===== src/rtl/lockstep_trace_aligner_if.sv =====
// Trace-alignment bus: two pushed trace streams in, one aligned pair plus status out.
interface lockstep_trace_aligner_if #(
  parameter int unsigned LENGTH = 8,
  parameter int unsigned DEPTH  = 4,
  parameter int unsigned CNT_W  = 16
);
  localparam int unsigned CW = $clog2(DEPTH + 1);

  logic              flush;
  logic [LENGTH-1:0] in1_data;
  logic              in1_valid;
  logic [LENGTH-1:0] in2_data;
  logic              in2_valid;
  logic [LENGTH-1:0] out1_data;
  logic              out1_enable;
  logic [LENGTH-1:0] out2_data;
  logic              out2_enable;
  logic [CW-1:0]     count1;
  logic [CW-1:0]     count2;
  logic              overflow1;
  logic              overflow2;
  logic [CNT_W-1:0]  pairs_emitted;

  modport master (
    output flush, in1_data, in1_valid, in2_data, in2_valid,
    input  out1_data, out1_enable, out2_data, out2_enable,
    input  count1, count2, overflow1, overflow2, pairs_emitted
  );

  modport slave (
    input  flush, in1_data, in1_valid, in2_data, in2_valid,
    output out1_data, out1_enable, out2_data, out2_enable,
    output count1, count2, overflow1, overflow2, pairs_emitted
  );
endinterface


===== src/rtl/lockstep_trace_aligner.sv =====
// Buffers two skewed retire-trace streams in per-stream FIFOs and emits them as
// single-cycle aligned pairs for the lockstep comparator.
module lockstep_trace_aligner #(
  parameter int unsigned LENGTH = 8,
  parameter int unsigned DEPTH  = 4,
  parameter int unsigned CNT_W  = 16
) (
  input logic                     clk,
  input logic                     rst_n,
  lockstep_trace_aligner_if.slave bus
);
  localparam int unsigned CW = $clog2(DEPTH + 1);
  localparam int unsigned PW = (DEPTH > 1) ? $clog2(DEPTH) : 1;

  logic [LENGTH-1:0] mem1_q [DEPTH];
  logic [LENGTH-1:0] mem2_q [DEPTH];

  logic [PW-1:0]     rd1_q, rd1_d, wr1_q, wr1_d;
  logic [PW-1:0]     rd2_q, rd2_d, wr2_q, wr2_d;
  logic [CW-1:0]     count1_q, count1_d, count2_q, count2_d;
  logic              ov1_q, ov1_d, ov2_q, ov2_d;
  logic [LENGTH-1:0] out1_q, out1_d, out2_q, out2_d;
  logic              en_q, en_d;
  logic [CNT_W-1:0]  pairs_q, pairs_d;

  logic pop, push1, push2;

  // A full FIFO may still accept a push on an edge where it also pops.
  assign pop   = (count1_q != '0) && (count2_q != '0);
  assign push1 = bus.in1_valid && ((count1_q != CW'(DEPTH)) || pop);
  assign push2 = bus.in2_valid && ((count2_q != CW'(DEPTH)) || pop);

  // Next-state for pointers, occupancy, status and the registered pair outputs.
  always_comb begin
    rd1_d    = rd1_q;
    wr1_d    = wr1_q;
    rd2_d    = rd2_q;
    wr2_d    = wr2_q;
    count1_d = count1_q;
    count2_d = count2_q;
    ov1_d    = ov1_q;
    ov2_d    = ov2_q;
    out1_d   = out1_q;
    out2_d   = out2_q;
    en_d     = 1'b0;
    pairs_d  = pairs_q;
    if (bus.flush) begin
      rd1_d    = '0;
      wr1_d    = '0;
      rd2_d    = '0;
      wr2_d    = '0;
      count1_d = '0;
      count2_d = '0;
      ov1_d    = 1'b0;
      ov2_d    = 1'b0;
      out1_d   = '0;
      out2_d   = '0;
      pairs_d  = '0;
    end else begin
      if (pop) begin
        out1_d = mem1_q[rd1_q];
        out2_d = mem2_q[rd2_q];
        en_d   = 1'b1;
        rd1_d  = rd1_q + PW'(1);
        rd2_d  = rd2_q + PW'(1);
        if (pairs_q != '1) pairs_d = pairs_q + CNT_W'(1);
      end
      if (push1) wr1_d = wr1_q + PW'(1);
      if (push2) wr2_d = wr2_q + PW'(1);
      if (bus.in1_valid && !push1) ov1_d = 1'b1;
      if (bus.in2_valid && !push2) ov2_d = 1'b1;
      count1_d = count1_q + CW'(push1) - CW'(pop);
      count2_d = count2_q + CW'(push2) - CW'(pop);
    end
  end

  // FIFO storage; contents need no reset since occupancy gates every read.
  always_ff @(posedge clk) begin
    if (!bus.flush && push1) mem1_q[wr1_q] <= bus.in1_data;
    if (!bus.flush && push2) mem2_q[wr2_q] <= bus.in2_data;
  end

  // State registers with asynchronous clear.
  always_ff @(posedge clk or negedge rst_n) begin
    if (!rst_n) begin
      rd1_q    <= '0;
      wr1_q    <= '0;
      rd2_q    <= '0;
      wr2_q    <= '0;
      count1_q <= '0;
      count2_q <= '0;
      ov1_q    <= 1'b0;
      ov2_q    <= 1'b0;
      out1_q   <= '0;
      out2_q   <= '0;
      en_q     <= 1'b0;
      pairs_q  <= '0;
    end else begin
      rd1_q    <= rd1_d;
      wr1_q    <= wr1_d;
      rd2_q    <= rd2_d;
      wr2_q    <= wr2_d;
      count1_q <= count1_d;
      count2_q <= count2_d;
      ov1_q    <= ov1_d;
      ov2_q    <= ov2_d;
      out1_q   <= out1_d;
      out2_q   <= out2_d;
      en_q     <= en_d;
      pairs_q  <= pairs_d;
    end
  end

  assign bus.out1_data     = out1_q;
  assign bus.out2_data     = out2_q;
  assign bus.out1_enable   = en_q;
  assign bus.out2_enable   = en_q;
  assign bus.count1        = count1_q;
  assign bus.count2        = count2_q;
  assign bus.overflow1     = ov1_q;
  assign bus.overflow2     = ov2_q;
  assign bus.pairs_emitted = pairs_q;
endmodule


===== src/flat_wrapper.sv =====
// flat-port wrapper written by rule: the top's interface ports become plain ports
module lockstep_trace_aligner_flat 
#(
  parameter int unsigned LENGTH = 8,
  parameter int unsigned DEPTH  = 4,
  parameter int unsigned CNT_W  = 16
)
  (clk, rst_n, bus_flush, bus_in1_data, bus_in1_valid, bus_in2_data, bus_in2_valid, bus_out1_data, bus_out1_enable, bus_out2_data, bus_out2_enable, bus_count1, bus_count2, bus_overflow1, bus_overflow2, bus_pairs_emitted);
  lockstep_trace_aligner_if #(.LENGTH(LENGTH), .DEPTH(DEPTH), .CNT_W(CNT_W)) bus_i ();
  input logic clk;
  input logic rst_n;
  input wire logic [$bits(bus_i.flush)-1:0] bus_flush;
  input wire logic [$bits(bus_i.in1_data)-1:0] bus_in1_data;
  input wire logic [$bits(bus_i.in1_valid)-1:0] bus_in1_valid;
  input wire logic [$bits(bus_i.in2_data)-1:0] bus_in2_data;
  input wire logic [$bits(bus_i.in2_valid)-1:0] bus_in2_valid;
  output wire logic [$bits(bus_i.out1_data)-1:0] bus_out1_data;
  output wire logic [$bits(bus_i.out1_enable)-1:0] bus_out1_enable;
  output wire logic [$bits(bus_i.out2_data)-1:0] bus_out2_data;
  output wire logic [$bits(bus_i.out2_enable)-1:0] bus_out2_enable;
  output wire logic [$bits(bus_i.count1)-1:0] bus_count1;
  output wire logic [$bits(bus_i.count2)-1:0] bus_count2;
  output wire logic [$bits(bus_i.overflow1)-1:0] bus_overflow1;
  output wire logic [$bits(bus_i.overflow2)-1:0] bus_overflow2;
  output wire logic [$bits(bus_i.pairs_emitted)-1:0] bus_pairs_emitted;
  assign bus_i.flush = bus_flush;
  assign bus_i.in1_data = bus_in1_data;
  assign bus_i.in1_valid = bus_in1_valid;
  assign bus_i.in2_data = bus_in2_data;
  assign bus_i.in2_valid = bus_in2_valid;
  assign bus_out1_data = bus_i.out1_data;
  assign bus_out1_enable = bus_i.out1_enable;
  assign bus_out2_data = bus_i.out2_data;
  assign bus_out2_enable = bus_i.out2_enable;
  assign bus_count1 = bus_i.count1;
  assign bus_count2 = bus_i.count2;
  assign bus_overflow1 = bus_i.overflow1;
  assign bus_overflow2 = bus_i.overflow2;
  assign bus_pairs_emitted = bus_i.pairs_emitted;
  lockstep_trace_aligner #(.LENGTH(LENGTH), .DEPTH(DEPTH), .CNT_W(CNT_W)) u_core (.clk(clk), .rst_n(rst_n), .bus(bus_i));
endmodule

===== config.mk =====
export PLATFORM = sky130hd
export DESIGN_NAME = lockstep_trace_aligner_flat
export DESIGN_NICKNAME = d
export VERILOG_FILES = /design/src/rtl/lockstep_trace_aligner_if.sv /design/src/rtl/lockstep_trace_aligner.sv /design/src/flat_wrapper.sv
export SDC_FILE = /design/constraint.sdc
export NUM_CORES = 1
export LEC_CHECK = 0
export CAP_MARGIN = 20
export CELL_PAD_IN_SITES_DETAIL_PLACEMENT = 0
export CELL_PAD_IN_SITES_GLOBAL_PLACEMENT = 1
export CORE_ASPECT_RATIO = 1.75
export CORE_MARGIN = 2
export CORE_UTILIZATION = 49
export DETAILED_ROUTE_END_ITERATION = 8
export HOLD_SLACK_MARGIN = 0.03
export PLACE_DENSITY = 0.81
export SYNTH_ARGS = -nofsm -noshare
export SYNTH_HDL_FRONTEND = slang
export SYNTH_SLANG_ARGS = --single-unit

===== constraint.sdc =====
create_clock -name clk -period 3.57 [get_ports clk]
set_input_delay 0.714 -clock clk [delete_from_list [all_inputs] [get_ports clk]]
set_output_delay 0.714 -clock clk [all_outputs]
set_load 0.005 [all_outputs]

==> reports/qor.csv <==
metric,value,unit
status,"finished, final reports clean",
endpoint_kind,flip-flop,
wl,9.100,mm
grt_max_degree,31,
placed_cells,510,
synthAdderAreaFrac,3.727,%
cts_resized,0,
synthCells,339,
synth_edf_count,64,
hold_viol_final,0,
slowest_stage,or2_2,
hold_buffers,0,
grt_pass1_vias,2937,
setup_viol,0,
cpMostUsedCell,nor2_1,
synth_area_per_cell,14.06,um^2
hpwl,6.030,mm
cts_buffers,17,
antenna_cells,0,
grt_setup_unrepaired,false,
routed_via_density,5.238,
cts_sinks,113,
start_util,50.35,%
slew_headroom,51.93,%
cts_buffer_depth,2,
fmax,378.7,MHz
antenna_found_initial,0,
clkLatencyLatePin,0.40,ns
crit_path_max_fanout,26,
setup.worst_path.class,reg -> reg,
startpoint_type,flip-flop,
p_leak,2.314,nW
worst_pin_slew,0.7210,ns
ys_types,39,
grt_pass1_wl,14.71,mm
grtUsageTotal,18.79,%
ant_nets,0,
globalplace.congestion,0.7557,
yosysSeqAreaShare,66.04,%
drive_gt1_share,15.48,%
cts-htree-levels,4,
die_area,10560,um^2
grt_overflow,0,
core,9468,um^2
die-width,78.56,um
wl_per_cell,16.79,um
critPathBufInv,1,
syn_area,4767,um^2
num_vias,2839,
synth-seq-cells,113,
area_delta_synth_final,28.35,%
clk_pin_slew_worst_paths,0.05,ns
p_per_area,750.6,nW/um^2
yosysTopAreaCell,edfxtp_1,
synth-compound-area-share,3.885,%
fin_cells,542,
worstPathArrival,2.96,ns
row_count,47,
worstPathRequired,3.89,ns
maxSlewViolCount,0,
cts_tree,yes,
nets,441,
synth_top_area_share,40.31,%
cp_cell_sequence,"nor3_2, or2_2, nor2_1, a21o_2, ha_1, inv_1, fa_1, nor2_1",
irDropWorstVdd,0.5388,mV
dieHeight,134.5,um
hp-class,in -> async,
min_period,2.641,ns
mappedNetlistNets,373,
synthMuxAreaShare,7.559,%
ys_top_cells_by_area,"edfxtp_1 (40%), dfrtp_1 (26%), mux4_2 (7.6%)",
pre_cts_ws,0.9085,ns
synth_xor_xnor_area_share,3.858,%
io_pins,63,
ys.flop_type,edfxtp_1,
async_reset_ff_share,43.36,%
yosysWarningCount,0,
fillers,704,
cts-root-buf,clkbuf_16,
skew,0.01048,ns
cts_setup_buffers,0,
fin_setup_tns,0,ns
route.detailed.drc,0,
cap_viol_max_count,0,
dr.first_iter.drc_count,128,
synth_top_family_by_area,simple AND/OR/NAND/NOR gates,
setup_ws,0.9291,ns
critPathMaxStageDelay,0.54,ns
crit_family,simple AND/OR/NAND/NOR gates,
finalCritPeriodShare,73.98,%
first_pass_iters,4,
yosys.area_share.simple,12.78,%
numPortBuffers,62,
==> worst register-to-register path, stage by stage, from the launching register on <==
cell and delay, ns:
dfrtp_1 0.45, nor3_2 0.45, or2_2 0.54, nor2_1 0.15, a21o_2 0.21, ha_1 0.19
inv_1 0.07, fa_1 0.41, nor2_1 0.10
==> cells in the mapped netlist, types with 2 or more instances <==
master,number
inv_1,9
buf_1,3
a41oi_1,2
buf_2,4
or3_1,3
nand2_1,43
nor3_2,3
edfxtp_1,64
nand4_1,3
fa_1,2
xor2_1,6
nor2b_1,2
dfrtp_1,49
and2_1,8
clkbuf_1,8
xnor2_1,15
o21ai_0,3
nor4_2,2
nor3_1,2
nand3_1,8
ha_1,11
mux4_2,16
nand4_2,2
a21oi_1,22
nor2_1,35
==> cells by family (layout without fill, tap and decap cells) <==
kind of cell / after synthesis / count (layout)
xor+xnor: 21 / 21
buf+inv: 25 / 106
flops: 113 / 113
compound gates: 32 / 32
fa+ha+maj: 13 / 13
mux: 16 / 16
simple gates: 119 / 119
==> metal layers <==
| metal | vias to the layer above | wire length (um) | track usage [%] |
|---|---|---|---|
| met4 | 0 | 53 | 6.140 |
| met3 | 4 | 315 | 5.281 |
| met2 | 58 | 5133 | 33.81 |
| met1 | 1426 | 3597 | 21.26 |
| met5 | - | 0 | 0 |
| li1 | 1351 | - | - |
==> area by class of cell <==
cell class	count	area, um^2	area share [%]
Sequential cell	113	3148	51.45
Multi-Input combinational cell	201	1516	24.79
Timing Repair Buffer	65	633.1	10.35
Clock buffer	18	429.2	7.014
Clock inverter	14	205.2	3.354
Tap cell	122	152.6	2.495
Inverter	9	33.78	0.5521
==> path summary, 6_finish.rpt <==
kind | to | depth (start not counted) | slack [ns] | start
setup / recovery | u_core.bus.count2[1]$_DFF_PN0_ | 8 | 0.93 | u_core.bus.count1[1]$_DFF_PN0_
hold / removal | u_core.bus.pairs_emitted[2]$_DFFE_PN0P_ | 1 | 0.37 | rst_n
setup reg to reg | u_core.bus.count2[1]$_DFF_PN0_ | 8 | 0.93 | u_core.bus.count1[1]$_DFF_PN0_
hold reg to reg | u_core.bus.overflow2$_DFFE_PN0P_ | 2 | 0.52 | u_core.bus.overflow2$_DFFE_PN0P_
max in group asynchronous | u_core.bus.count1[1]$_DFF_PN0_ | 2 | 2.45 | rst_n
min in group clk | u_core.bus.overflow2$_DFFE_PN0P_ | 2 | 0.52 | u_core.bus.overflow2$_DFFE_PN0P_
==> placed cells by master (no fill, tap or decap), types with 8 or more instances in the layout <==
cell type / count
a21oi_1: 22
and2_1: 8
clkbuf_16: 17
clkdlybuf4s50_1: 60
dfrtp_1: 49
edfxtp_1: 64
ha_1: 11
inv_1: 9
mux4_2: 16
nand2_1: 43
nand3_1: 8
nor2_1: 35
xnor2_1: 15
==> where the power goes <==
group          internal [W]  leakage [nW]  switching, W
registers           0.00156          1.25      0.000200
logic              0.000561         0.764      0.000501
clock network       0.00118         0.302      0.000595
total               0.00330          2.31       0.00130
==> stage by stage <==
step                util, %  area [um^2]  hold WS (ns)  power, W
global placement      57.92         5484        0.5089  0.002820
detailed placement    57.92         5484        0.5114  0.002857
global route          64.62         6118        0.3997  0.004831
CTS                   64.62         6118        0.3697  0.004660
finish                64.62         6118        0.3655  0.004592
floorplan                 -         4767        0.4184  0.002420
==> flip-flops by register name, indices dropped and copies added (netlist names), 3 cells and up <==
signal and count:
u_core.bus.pairs_emitted 16, u_core.bus.count2 3, u_core.bus.count1 3, u_core.bus.out2_data 8
u_core.mem2_q 32, u_core.mem1_q 32, u_core.bus.out1_data 8
Note: power is estimated with default switching activity, not from simulation.
